File: src/rtl/button_conditioner.sv
// Push-button front end: per-bit synchroniser, debounce, press/release/long-press
// pulses and sticky press flags, all outputs registered.
module button_conditioner_lane #(
    parameter int unsigned DEBOUNCE_CYCLES = 1000000,
    parameter int unsigned LONG_CYCLES     = 50000000,
    parameter bit          ACTIVE_LOW      = 1'b1
) (
    input  logic clk,
    input  logic reset,
    input  logic raw_i,
    input  logic clear_i,
    output logic level_o,
    output logic press_o,
    output logic release_o,
    output logic long_o,
    output logic flag_o
);
    localparam int unsigned DW = $clog2(DEBOUNCE_CYCLES);
    localparam int unsigned LW = $clog2(LONG_CYCLES + 1);
    localparam logic [DW-1:0] DB_LAST = DW'(DEBOUNCE_CYCLES - 1);
    localparam logic [LW-1:0] HOLD_MAX  = LW'(LONG_CYCLES);
    localparam logic [LW-1:0] HOLD_LAST = LW'(LONG_CYCLES - 1);

    logic          sync1_q, sync2_q;
    logic          pressed_s;
    logic [DW-1:0] db_cnt_q, db_cnt_d;
    logic          level_q, level_d;
    logic          press_q, press_d;
    logic          release_q, release_d;
    logic [LW-1:0] hold_q, hold_d;
    logic          long_q, long_d;
    logic          flag_q, flag_d;

    assign pressed_s = sync2_q ^ ACTIVE_LOW;

    always_comb begin
        level_d  = level_q;
        db_cnt_d = '0;
        if (pressed_s != level_q) begin
            if (db_cnt_q == DB_LAST) level_d  = pressed_s;
            else                     db_cnt_d = db_cnt_q + 1'b1;
        end
        press_d   = level_d & ~level_q;
        release_d = ~level_d & level_q;

        // Hold count keys off next-state level/press so btn_long lands
        // exactly LONG_CYCLES edges after the btn_press edge.
        hold_d = hold_q;
        long_d = 1'b0;
        if (!level_d || press_d) begin
            hold_d = '0;
        end else if (hold_q != HOLD_MAX) begin
            hold_d = hold_q + 1'b1;
            long_d = (hold_q == HOLD_LAST);
        end

        // A press wins over a simultaneous clear so no event is lost.
        if (press_d)      flag_d = 1'b1;
        else if (clear_i) flag_d = 1'b0;
        else              flag_d = flag_q;
    end

    always_ff @(posedge clk or posedge reset) begin
        if (reset) begin
            sync1_q   <= ACTIVE_LOW;
            sync2_q   <= ACTIVE_LOW;
            db_cnt_q  <= '0;
            level_q   <= 1'b0;
            press_q   <= 1'b0;
            release_q <= 1'b0;
            hold_q    <= '0;
            long_q    <= 1'b0;
            flag_q    <= 1'b0;
        end else begin
            sync1_q   <= raw_i;
            sync2_q   <= sync1_q;
            db_cnt_q  <= db_cnt_d;
            level_q   <= level_d;
            press_q   <= press_d;
            release_q <= release_d;
            hold_q    <= hold_d;
            long_q    <= long_d;
            flag_q    <= flag_d;
        end
    end

    assign level_o   = level_q;
    assign press_o   = press_q;
    assign release_o = release_q;
    assign long_o    = long_q;
    assign flag_o    = flag_q;
endmodule

module button_conditioner #(
    parameter int unsigned WIDTH           = 2,
    parameter bit          ACTIVE_LOW      = 1'b1,
    parameter int unsigned DEBOUNCE_CYCLES = 1000000,
    parameter int unsigned LONG_CYCLES     = 50000000
) (
    input  logic             clk,
    input  logic             reset,
    input  logic [WIDTH-1:0] btn_raw,
    input  logic [WIDTH-1:0] event_clear,
    output logic [WIDTH-1:0] btn_level,
    output logic [WIDTH-1:0] btn_press,
    output logic [WIDTH-1:0] btn_release,
    output logic [WIDTH-1:0] btn_long,
    output logic [WIDTH-1:0] event_flags
);
    for (genvar g = 0; g < WIDTH; g++) begin : g_lane
        button_conditioner_lane #(
            .DEBOUNCE_CYCLES (DEBOUNCE_CYCLES),
            .LONG_CYCLES     (LONG_CYCLES),
            .ACTIVE_LOW      (ACTIVE_LOW)
        ) u_lane (
            .clk       (clk),
            .reset     (reset),
            .raw_i     (btn_raw[g]),
            .clear_i   (event_clear[g]),
            .level_o   (btn_level[g]),
            .press_o   (btn_press[g]),
            .release_o (btn_release[g]),
            .long_o    (btn_long[g]),
            .flag_o    (event_flags[g])
        );
    end
endmodule
File: config.mk
export PLATFORM = sky130hd
export DESIGN_NAME = button_conditioner
export DESIGN_NICKNAME = d
export VERILOG_FILES = /design/src/rtl/button_conditioner.sv
export SDC_FILE = /design/constraint.sdc
export NUM_CORES = 1
export LEC_CHECK = 0
export CORE_MARGIN = 4
export CORE_UTILIZATION = 55
export DETAILED_ROUTE_END_ITERATION = 8
export PLACE_DENSITY = 0.77
export SLEW_MARGIN = 20
export SYNTH_ARGS = -nofsm -noshare
export SYNTH_HDL_FRONTEND = slang
export SYNTH_SLANG_ARGS = --single-unit
File: constraint.sdc
create_clock -name clk -period 4.4 [get_ports clk]
set_input_delay 0.88 -clock clk [delete_from_list [all_inputs] [get_ports clk]]
set_output_delay 0.88 -clock clk [all_outputs]
set_load 0.02 [all_outputs]
==> impl_metrics.csv, run 1 <==
group,metric,value,unit
status,outcome,"finished, final reports clean",
clocking,cts_root_buffer,"clkbuf_8",
floorplan,start_util,57.38,%
placed_design,dp_hpwl,6900,um
clocking,cts-hold-fix-buffers,0,
grt,antenna_found_initial,0,
power,p_switching,0.3414,mW
clocking,postCtsResizedCells,0,
worst_setup_path,setup.worst_path.start_class,"register",
detailed_routing,drc_errors,0,
cells_and_area,final_net_count,577,
grt,grt_pass1_wl,17760,um
clocking,clock_path_buffers,2,
timing,rsz0062_at_grt,"no",
power,power.internal,1.324,mW
power,total_leakage_power,2.111,nW
grt,maximum_number_of_pins_on_one_net_before_global_route_repair,90,
synth,synthFlopType,"dfrtp_1",
synth,synth_area_leaders,"dfrtp_1 47%, xnor2_1 4.9%, nor2_1 4.0%, a21oi_1 3.6%, nand4_1 3.1%",
cells_and_area,filler_cell_count,806,
floorplan,die_w,107.1,um
synth,post-synth-top-area-fraction,47.24,%
synth,synth.largest_area_cell,"dfrtp_1",
floorplan,chipHeight,107.1,um
floorplan,rows,35,
synth,synth_sequential_area_ratio,49.19,%
floorplan,ioPinCount,16,
worst_setup_path,timing.critical_path.arrival,2800,ps
synth,yosysMostFrequentCell,"dfrtp_1",
detailed_routing,first_iter_violations,193,
timing,worst_clock_skew,21.67,ps
placed_design,gp_congestion,0.8381,
timing,report.final.setup_viol,0,
power,comb_power_share,2.3,%
timing,timing.final.max_slew_violations,0,
cells_and_area,multi_input_area,2550,um2
synth,syn_nets,573,
power,clkPwrFrac,38.3,%
clocking,htree_levels,3,
synth,synth-edff-count,0,
worst_setup_path,worstSetupPathType,"reg -> reg",
clocking,clk_pin_slew_worst_paths,100,ps
cells_and_area,sequential_cell_area,2658,um2
cells_and_area,antennaDiodeCount,0,
timing,max_freq,387.0,MHz
detailed_routing,detail_route.wirelength,10180,um
timing,period_minus_slack,2584,ps
timing,timing.setup.tns,0,ps
clocking,post-cts-setup-buffer-count,0,
clocking,cts_num_sinks,106,
synth,synthTopCellsByCount,"102 x dfrtp_1, 57 x nor2_1, 39 x a21oi_1, 33 x nand2_1, 31 x nand3_1",
timing,slew-limit-headroom,26.88,%
timing,finalHoldViolations,0,
synth,post_synth.cell_area_avg,9.630,um2
cells_and_area,fraction_of_final_layout_cells_sized_beyond_drive_strength_1,7.381,%
detailed_routing,first_pass_drt_iterations,4,
detailed_routing,via_count,4111,
worst_setup_path,worst-endpoint-required,4610,ps
worst_setup_path,crit_path_end_kind,"register",
synth,post_synth_instance_area,5403,um2
grt,first_global_vias,3888,
floorplan,core_area,9415,um2
synth,ys_seq_elements,106,
detailed_routing,detail-route-antenna-nets,0,
synth,synth.yosys.warnings,0,
detailed_routing,wire_per_inst,14.58,um
clocking,tritoncts,"built",
clocking,cts_made_buffers,9,
synth,async_flop_share,100.0,%
min_path,hold_path_class,"reg -> reg",
timing,tightestPinTransition,1097,ps
power,power.density,286.7,nW/um2
detailed_routing,viasPerCell,5.890,
flow_run,drv.max_cap_violation_count,0,
power,p_sw_share,20.50,%
placed_design,io_buffer_count,15,
synth,yosys.cell_types.count,48,
timing,fin_crit_share,58.73,%
worst_setup_path,worstPathMaxFanout,27,
synth,synthCells,561,
grt,total_grt_overflow,0,
timing,timing.hold.ws,359.2,ps
grt,gr-usage-all-layers,18.73,%
power,seq_power_share,59.4,%
power,ir_worst_vdd,279.2,uV
cells_and_area,areaGrowthSynthToFinish,7.527,%
floorplan,floorplan.die_area,11470,um2
clocking,clk-insertion-delay-late,370,ps
-- state kept, by name (all words and copies together) (netlist names) --
name                     count
g_lane.u_lane.db_cnt_q      40
g_lane.u_lane.flag_o         2
g_lane.u_lane.hold_q        52
g_lane.u_lane.level_o        2
g_lane.u_lane.long_o         2
g_lane.u_lane.press_o        2
g_lane.u_lane.release_o      2
g_lane.u_lane.sync1_q        2
g_lane.u_lane.sync2_q        2
-- through the flow --
stage | power [mW] | setup WS (ps) | std cells | utilization, % | instance area (um2)
after floorplan | 1.033 | 737.7 | 561 | - | 5403
after global placement | 1.047 | 1821 | 683 | 59.36 | 5589
after detailed placement | 1.048 | 1693 | 683 | 59.36 | 5589
after CTS | 1.695 | 1681 | 698 | 61.59 | 5799
after global routing | 1.737 | 1601 | 698 | 61.70 | 5809
final | 1.666 | 1816 | 698 | 61.70 | 5809
-- power groups by stage --
stage	Sequential [mW]	Combinational, mW	Clock, mW
after floorplan	1.01	0.0269	0
after global placement	1.01	0.0393	0
after detailed placement	1.01	0.0403	0
after CTS	0.989	0.0404	0.666
after global routing	0.990	0.0455	0.701
final	0.989	0.0386	0.638
-- routing by layer --
layer / vias to the layer above / global-route usage, % / routed length [um]
met5: - / 0 / 0
met4: 0 / 4.110 / 53
met3: 4 / 3.793 / 243
met2: 38 / 31.28 / 5073
met1: 2023 / 25.30 / 4806
li1: 2046 / - / -
-- cell type report --
type | instances | area share [%]
clock buffer | 12 | 2.498
clock inverter | 3 | 1.120
inverter | 18 | 1.249
multi-input combinational | 414 | 43.89
sequential | 106 | 45.75
tap | 129 | 2.778
timing repair buffer | 16 | 2.714
-- cells in the final DEF (no fill, tap or decap), types with 10 or more instances in the layout --
cell type,instances
nand3_1,31
xnor2_1,30
nor4_1,13
nor3_1,14
dfrtp_1,102
clkbuf_8,10
a21oi_1,39
nand4_1,27
o31ai_1,15
and3_1,12
or3_1,17
inv_1,17
clkdlybuf4s50_1,15
xor2_1,19
o21ai_0,24
nor2_1,57
nand2_1,33
or4_1,21
-- worst max-delay path, stage by stage, from the launching register on --
cell	delay, ps
dfrtp_1	440
ha_1	260
nand2_1	100
or4_1	600
o21ai_2	900
nor3_1	160
-- cell families (layout without fill, tap and decap cells) --
group	Yosys count	count (layout)	synth area share (%)
simple gates	269	269	27.88
flops	106	106	49.19
compound gates	90	90	9.843
xor+xnor	49	49	7.943
buf+inv	41	49	3.752
fa+ha+maj	6	6	1.389
-- worst paths after layout --
check / startpoint / end / slack (ps) / cells after the start
setup / recovery: g_lane[1].u_lane.db_cnt_q[0] / g_lane[1].u_lane.hold_q[0] / 1820 / 5
hold / removal: g_lane[1].u_lane.sync1_q / g_lane[1].u_lane.sync2_q / 360 / 0
setup reg to reg: g_lane[1].u_lane.db_cnt_q[0] / g_lane[1].u_lane.hold_q[0] / 1820 / 5
hold reg to reg: g_lane[1].u_lane.sync1_q / g_lane[1].u_lane.sync2_q / 360 / 0
max in group asynchronous: reset / g_lane[1].u_lane.hold_q[13] / 2590 / 3
min in group asynchronous: reset / g_lane[0].u_lane.press_o / 1040 / 2
No activity file was read; power rests on OpenSTA's default activity.
==> run 2: changes to the inputs <==
Settings changed: PLACE_DENSITY 0.77 to 0.8.
Clock period 4.4 ns to 2.3 ns, I/O delays scaled along.
==> run 2 against run 1 <==
Net effect: clock skew is 12 ps lower; via count is 2.7% higher; worst hold slack better by 7.6 ps; global-route usage is 0.75 points higher; largest cell class unchanged.
==> impl_metrics.csv, run 2 (synthesized netlist as in run 1, its figures left out) <==
group,metric,value,unit
min_path,hold_endpoint,"g_lane[0].u_lane.sync2_q",
cells_and_area,areaGrowthSynthToFinish,9.588,%
power,total_leakage_power,2.170,nW
cells_and_area,postLayoutCoreUtil,62.88,%
timing,period_minus_slack,2133,ps
timing,timing.setup.tns,0,ps
power,ir_worst_vdd,297.6,uV
detailed_routing,detail_route.wirelength,10530,um
cells_and_area,reg_top3,"g_lane.u_lane.hold_q x52, g_lane.u_lane.db_cnt_q x40",
timing,fin_crit_share,92.74,%
placed_design,placed_area,5718,um2
detailed_routing,wire_per_inst,14.81,um
min_path,hold_path_class,"reg -> reg",
timing,report.final.setup_viol,0,
cells_and_area,top_register,"g_lane.u_lane.hold_q",
clocking,cts_made_buffers,9,
cells_and_area,final_net_count,589,
worst_setup_path,worstPathMaxFanout,6,
timing,tightestPinTransition,542.5,ps
min_path,holdCritStartpoint,"g_lane[0].u_lane.sync1_q",
flow_run,drv.max_cap_violation_count,0,
worst_setup_path,timing.rr.end,"g_lane[0].u_lane.flag_o",
worst_setup_path,worst-endpoint-required,2580,ps
grt,gr-usage-all-layers,19.48,%
detailed_routing,first_iter_violations,174,
clocking,cts_num_sinks,106,
floorplan,start_util,57.38,%
worst_setup_path,setup.worst_path.start,"g_lane[0].u_lane.db_cnt_q[0]",
placed_design,dp_hpwl,7224,um
floorplan,floorplan.die_area,11470,um2
power,tot_pwr,3.111,mW
timing,slew-limit-headroom,63.83,%
worst_setup_path,timing.critical_path.max_delay_family,"simple AND/OR/NAND/NOR gates",
placed_design,gp_congestion,0.8413,
clocking,tritoncts,"built",
cells_and_area,most_common_library_cell_in_the_layout_ignoring_fill_and_taps,"dfrtp_1",
detailed_routing,via_count,4221,
floorplan,chipHeight,107.1,um
detailed_routing,drc_errors,0,
floorplan,ioPinCount,16,
worst_setup_path,worst-path-buf-inv,0,
worst_setup_path,crit_slowest_cell,"or4_4",
timing,rsz0062_at_grt,"no",
grt,maximum_number_of_pins_on_one_net_before_global_route_repair,107,
worst_setup_path,rr_startpoint,"g_lane[0].u_lane.db_cnt_q[0]",
worst_setup_path,slowest_delay,610,ps
floorplan,core_area,9415,um2
timing,post-route-worst-setup-slack,166.9,ps
grt,grt_pass1_wl,18370,um
floorplan,die_w,107.1,um
status,outcome,"finished, final reports clean",
cells_and_area,fin_area,5921,um2
worst_setup_path,timing.critical_path.arrival,2410,ps
detailed_routing,viasPerCell,5.937,
clocking,postCtsResizedCells,0,
cells_and_area,most-common-layout-cells,"102 x dfrtp_1, 57 x nor2_1, 39 x a21oi_1",
cells_and_area,largest_register_ff_count,52,
placed_design,place_worst_setup_slack,124.4,ps
clocking,clock_path_buffers,2,
timing,timing.final.max_slew_violations,0,
grt,antenna_found_initial,0,
clocking,htree_levels,3,
cells_and_area,antennaDiodeCount,0,
clocking,clk_pin_slew_worst_paths,100,ps
cells_and_area,filler_cell_count,772,
worst_setup_path,reg2regPathDepth,5,
clocking,cts_root_buffer,"clkbuf_8",
worst_setup_path,setup.worst_path.start_class,"register",
clocking,post-cts-setup-buffer-count,0,
timing,worst_clock_skew,9.448,ps
clocking,clk-insertion-delay-late,370,ps
power,power.density,525.5,nW/um2
grt,total_grt_overflow,0,
timing,finalHoldViolations,0,
worst_setup_path,crit_chain,"ha_1 -> nand4_1 -> or4_4 -> or2_2 -> o32ai_1",
cells_and_area,fraction_of_final_layout_cells_sized_beyond_drive_strength_1,9.794,%
min_path,hold_path_depth,0,
worst_setup_path,worstSetupPathType,"reg -> reg",
floorplan,rows,35,
clocking,cts-hold-fix-buffers,0,
grt,first_global_vias,4038,
placed_design,io_buffer_count,15,
worst_setup_path,crit_path_end_kind,"register",
detailed_routing,detail-route-antenna-nets,0,
detailed_routing,first_pass_drt_iterations,4,
timing,max_freq,468.8,MHz
worst_setup_path,worst-r2r-setup-slack,170,ps
## run 2: worst max path at each step
stage / endpoint / slack, ps / depth (start not counted)
after floorplan: g_lane[0].u_lane.db_cnt_q[10] / 260 / 6
after global placement: g_lane[0].u_lane.hold_q[20] / 190 / 5
after detailed placement: g_lane[0].u_lane.hold_q[24] / 120 / 5
after CTS: g_lane[0].u_lane.hold_q[24] / 90 / 5
after global routing: g_lane[0].u_lane.flag_o / 20 / 5
final: g_lane[0].u_lane.flag_o / 170 / 5
## run 2: metal layers
layer	wire length, um	vias to the layer above	global-route usage, %
li1	-	2067	-
met1	4777	2069	24.79
met2	5247	68	33.51
met3	317	17	3.853
met4	188	0	5.936
met5	0	-	0
## run 2: area by class of cell
| type | count | area, um2 | area share, % |
|---|---|---|---|
| Clock buffer | 11 | 131.4 | 2.219 |
| Multi-Input combinational cell | 414 | 2550 | 43.07 |
| Sequential cell | 106 | 2658 | 44.89 |
| Timing Repair Buffer | 28 | 285.3 | 4.818 |
| Tap cell | 129 | 161.4 | 2.726 |
| Inverter | 18 | 71.32 | 1.205 |
| Clock inverter | 5 | 63.81 | 1.078 |
## run 2: power breakdown
part / internal (mW) / total, mW / leakage (nW) / switching (mW)
registers: 1.88 / 1.89 / 1.46 / 0.0153
logic: 0.0267 / 0.0829 / 0.613 / 0.0562
clock network: 0.512 / 1.14 / 0.0941 / 0.623
total: 2.42 / 3.11 / 2.17 / 0.695
## run 2: stage by stage
step / cells / hold WS (ps)
detailed placement: 695 / 357.8
finish: 711 / 366.9
global route: 711 / 373.2
CTS: 711 / 371.5
global placement: 695 / 352.9
floorplan: 561 / 345.2
## run 2: worst register-to-register path: stages, from the launching register on
cell	delay [ps]
dfrtp_1	400
ha_1	240
nand4_1	230
or4_4	610
or2_2	340
o32ai_1	220
==> patch 1, RTL diff (settings of run 2) <==
`ACTIVE_LOW` is set to 1'b1 in 2 places; all go to 1'b0.
--- a/src/rtl/button_conditioner.sv
+++ b/src/rtl/button_conditioner.sv
@@ -3,7 +3,7 @@
 module button_conditioner_lane #(
     parameter int unsigned DEBOUNCE_CYCLES = 1000000,
     parameter int unsigned LONG_CYCLES     = 50000000,
-    parameter bit          ACTIVE_LOW      = 1'b1
+    parameter bit          ACTIVE_LOW      = 1'b0
 ) (
     input  logic clk,
     input  logic reset,
@@ -93,7 +93,7 @@
 
 module button_conditioner #(
     parameter int unsigned WIDTH           = 2,
-    parameter bit          ACTIVE_LOW      = 1'b1,
+    parameter bit          ACTIVE_LOW      = 1'b0,
     parameter int unsigned DEBOUNCE_CYCLES = 1000000,
     parameter int unsigned LONG_CYCLES     = 50000000
 ) (
Function: same outputs for any inputs over 10 cycles, from zero or initial values and one cycle with reset high; that may be too few to reach the edited logic, so the function may still have changed.
==> patch 1 against run 2 <==
Sequential cell count did not move; sequential power barely moved; clock skew rose by 3.2 ps; clock power rose by 17%; via count fell by 1.1%; design area fell by 0.21%; total power rose by 6.2%; wire length rose by 0.15%; synthesized area barely moved; setup slack barely moved; synthesized cell count fell by 1.1%; final cell count fell by 2.3%; critical path type unchanged; critical endpoint is now g_lane[0].u_lane.db_cnt_q[18]; largest power group unchanged.
==> patch 1: results (changes against run 2) <==
status=completed; delay-heaviest family, CP=simple AND/OR/NAND/NOR gates; CTS Buf Count=9 (unchanged); Synth area leaders=dfrtp_1, xor2_1, nor2_1, a21oi_1, nand3_1; VDD IR max=0.0003266 V (+9.7%); Commonest cells post-synth=dfrtp_1, nor2_1, a21oi_1, nand3_1, nand2_1; Compound-Gate Fraction of Synth Area=10.61% (+0.77 points); clk_lat worst skew=370 ps (about the same); EDFF count, synth=0 (unchanged); Synth Area in XOR/XNOR=7.461% (-0.48 points); number of detailed-route iterations in the first pass=4 (unchanged); Mapped Nets=567 (-1.0%); Resized Gates After CTS=0 (unchanged); Setup TNS=0 ps (unchanged); largest net degree at the start of global routing=52 (-51%); arrival time worst endpoint=2420 ps; post-synthesis mux area share=0.4171% (+0.42 points); synthesized-area fraction occupied by adder cells=1.390% (about the same); register area share after synthesis=49.12% (-0.070 points); worst-case clock buffer depth=2 (unchanged); Max FO, Critical Path=5 (-1); slowest stage delay, CP=490 ps (-120 ps); initial DRC count=173 (-0.57%); largest registers=g_lane.u_lane.hold_q (52), g_lane.u_lane.db_cnt_q (40); routed len/inst=15.18 um (+2.5%); Final Slew Violations=0 (unchanged); Cell variety after synth=45 (-6.3%); Global Route Usage Sum=19.62% (+0.14 points); share of cells above drive strength 1=6.890% (-2.9 points); total number of vias=4174 (-1.1%); Async SR Flop Fraction=100.0% (unchanged); ANT nets after route=0 (unchanged); clk root buf=clkbuf_8; filler cell count in the final layout=762 (-1.3%); hpwl dp=7.142 mm (-1.1%); global placer's final weighted congestion=0.8487 (+0.88%); worst hold path class=flop to flop; area of placed instances=5675 um2 (-0.74%); first-pass GRT wire length=18.60 mm (+1.2%); Setup Buffers After CTS=0 (unchanged); Pleak=0.002216 uW (+2.1%); Max transition margin=60.20% (-3.6 points); initial antenna violation count=0 (unchanged); ANT cells=0 (unchanged); Yosys warning count=0 (unchanged); number of global-route vias before repair=4120 (+2.0%); Clock Skew=12.69 ps (+3.237 ps); CP max stage cell=or4_1
## patch 1: cell count changes after synthesis, sizes merged, moves of 6 or more
cell | before | now
clkbuf | 6 | 12
o31ai | 15 | 21
xnor2 | 30 | 19
nor3 | 14 | 7
o21ai | 28 | 22
xor2 | 19 | 27
## patch 1: final cells by class
type,instances,area [um2],share of cell area [%]
clock buffers,9,123.9,2.097
clock inverters,7,108.9,1.842
inverters,16,63.81,1.080
multi-input cells,402,2515,42.57
flip-flops and latches,106,2653,44.90
well taps,129,161.4,2.732
repair buffers,26,282.8,4.786
## patch 1: final timing paths
check / endpoint / slack [ps] / cells past startpoint / from
max reg2reg: g_lane[0].u_lane.db_cnt_q[18] / 170 / 6 / g_lane[0].u_lane.db_cnt_q[0]
max: g_lane[0].u_lane.db_cnt_q[18] / 170 / 6 / g_lane[0].u_lane.db_cnt_q[0]
max in group asynchronous: g_lane[1].u_lane.long_o / 1230 / 3 / reset
min in group asynchronous: g_lane[1].u_lane.db_cnt_q[2] / 470 / 2 / reset
min reg2reg: g_lane[1].u_lane.pressed_s / 360 / 0 / g_lane[1].u_lane.sync1_q
min: g_lane[1].u_lane.pressed_s / 360 / 0 / g_lane[1].u_lane.sync1_q
## patch 1: per-layer routing
layer,routed length (um),global-route usage (%)
met1,4954,25.97
met2,5067,32.84
met3,364,3.733
met4,161,5.936
met5,0,0
## patch 1: power by group
| part | switching, uW | internal [uW] | leakage (uW) |
|---|---|---|---|
| sequential | 13.2 | 1870 | 0.00147 |
| combinational | 57.5 | 28.1 | 0.000630 |
| clock | 693 | 639 | 0.000118 |
## patch 1: metrics by stage
stage                     std cells  worst slack [ps]
after floorplan                 555             268.4
after global placement          679             302.8
after detailed placement        679             198.7
final                           695             166.5
after global routing            695             63.03
after CTS                       695             159.7
==> patch 2, RTL diff (flow settings as in run 2) <==
Without the edit above. Make the reset (`reset`) synchronous in one clocked block.
--- a/src/rtl/button_conditioner.sv
+++ b/src/rtl/button_conditioner.sv
@@ -60,7 +60,7 @@
         else              flag_d = flag_q;
     end
 
-    always_ff @(posedge clk or posedge reset) begin
+    always_ff @(posedge clk) begin
         if (reset) begin
             sync1_q   <= ACTIVE_LOW;
             sync2_q   <= ACTIVE_LOW;
Behaviour: same outputs for any inputs over 10 cycles, from zero or initial values and one cycle with reset high; that may be too few to reach the edited logic, so the function may still have changed.
==> patch 2 against run 2 <==
Sequential cell count unchanged; count of clock-buffer cells in the layout is 2 lower; global-route usage hardly changed; synthesized area shrank 7.5%; clock skew up 6.1 ps; sequential share of layout area shrank 5.8 points; design area is 8.3% lower; setup slack got worse by 27 ps; utilization shrank 0.90 points; wire length fell by 8.8%.
Power is not compared: it rests on default switching activity, and its combinational part moved more than twofold at a synthesized area within 25%.
==> patch 2: results (changes against run 2) <==
largest net degree at the start of global routing=28 (-74%); share of cells above drive strength 1=7.227% (-2.6 points); Pleak=0.001524 uW; number of detailed-route iterations in the first pass=5 (+1); hpwl dp=6.770 mm (-6.3%); arrival time worst endpoint=2460 ps (+50 ps); DR vias/cell=5.937 (about the same); synthesized area per cell=8.620 um2 (-10%); status=completed; Worst-Margin Slew=546.3 ps (+3.793 ps); global placer's final weighted congestion=0.8789 (+4.5%); Max FO, Critical Path=14 (+8); number of global-route vias before repair=3964 (-1.8%); Synth area leaders=dfxtp_1, xnor2_1, nor2_1, a21oi_1, xor2_1; Clock Skew=15.57 ps (+6.120 ps); Global Route Usage Sum=19.43% (-0.048 points); Hold Fails Final Rpt=0 (unchanged); Mapped Nets=592 (+3.3%); Resized Gates After CTS=0 (unchanged); initial DRC count=144 (-17%); register area share after synthesis=42.44% (-6.7 points); DP Cell Count=687 (-1.2%); area of placed instances=5228 um2 (-8.6%); Cell variety after synth=43 (-10%); clk_lat worst skew=370 ps (about the same); clk root buf=clkbuf_8; Commonest cells post-synth=dfxtp_1, nor2_1, a21oi_1, nand3_1, nand2_1; Layout Cells excl Fill=703 (-1.1%); Async SR Flop Fraction=0% (-100 points); first-pass GRT wire length=17.01 mm (-7.4%); worst hold path class=flop to flop; total routed wirelength=9.600 mm (-8.8%); worst-case clock buffer depth=2 (unchanged); nets=602 (+2.2%)
==> patch 2: changes by cell type after synthesis, moves of 5 or more <==
cell	change
dfxtp_1	+106
or3_1	+6
or4_1	-5
nor2_1	+10
dfrtp_1	-102
==> patch 2: area by class of cell <==
| type | instances | area [um2] |
|---|---|---|
| clock inverters | 7 | 80.08 |
| clock buffers | 9 | 123.9 |
| inverters | 18 | 67.56 |
| fillers | 723 | 3332 |
| flip-flops and latches | 106 | 2122 |
| repair buffers | 26 | 257.7 |
| well taps | 108 | 135.1 |
| multi-input cells | 429 | 2645 |
==> patch 2: worst max-delay path, stage by stage, from the launching register on <==
cell and delay, ps:
dfxtp_1 450, nand3_1 200, or4b_1 720, or4b_1 570, a21oi_1 150
==> patch 2: per-layer routing <==
| metal | track usage [%] | routed length [um] |
|---|---|---|
| met1 | 25.17 | 4549 |
| met2 | 31.57 | 4594 |
| met3 | 3.756 | 286 |
| met4 | 8.466 | 169 |
| met5 | 0 | 0 |
==> patch 2: power by group <==
part / internal (uW) / switching (uW)
combinational: 14.2 / 13.2
sequential: 1840 / 3.38
clock: 521 / 667
==> patch 2: worst paths after layout <==
| path | start | endpoint | slack (ps) | cells after the start |
|---|---|---|---|---|
| worst min-delay path | g_lane[1].u_lane.sync1_q | g_lane[1].u_lane.sync2_q | 420 | 1 |
| worst min register to register | g_lane[1].u_lane.sync1_q | g_lane[1].u_lane.sync2_q | 420 | 1 |
| worst max register to register | g_lane[0].u_lane.hold_q[2] | g_lane[0].u_lane.hold_q[25] | 140 | 4 |
| worst max-delay path | g_lane[0].u_lane.hold_q[2] | g_lane[0].u_lane.hold_q[25] | 140 | 4 |
==> patch 2: cell families after synthesis <==
group	Yosys count	share of synthesized area (%)
XOR/XNOR	49	8.584
flip-flops	106	42.44
buffers and inverters	45	4.655
multiplexers	1	0.2002
AO/OA/AOI/OAI	89	10.51
AND/OR/NAND/NOR	284	32.11
adder cells (fa/ha/maj)	6	1.501
==> patch 2: through the flow <==
stage	hold WS (ps)	total power [uW]	worst slack (ps)
2_1_floorplan	389.5	1896	213.2
3_3_place_gp	393.6	1911	252.0
3_5_place_dp	396.6	1912	173.2
4_1_cts	422.6	3091	151.6
5_1_grt	460.7	3172	43.94
6_report	419.4	3058	140.3
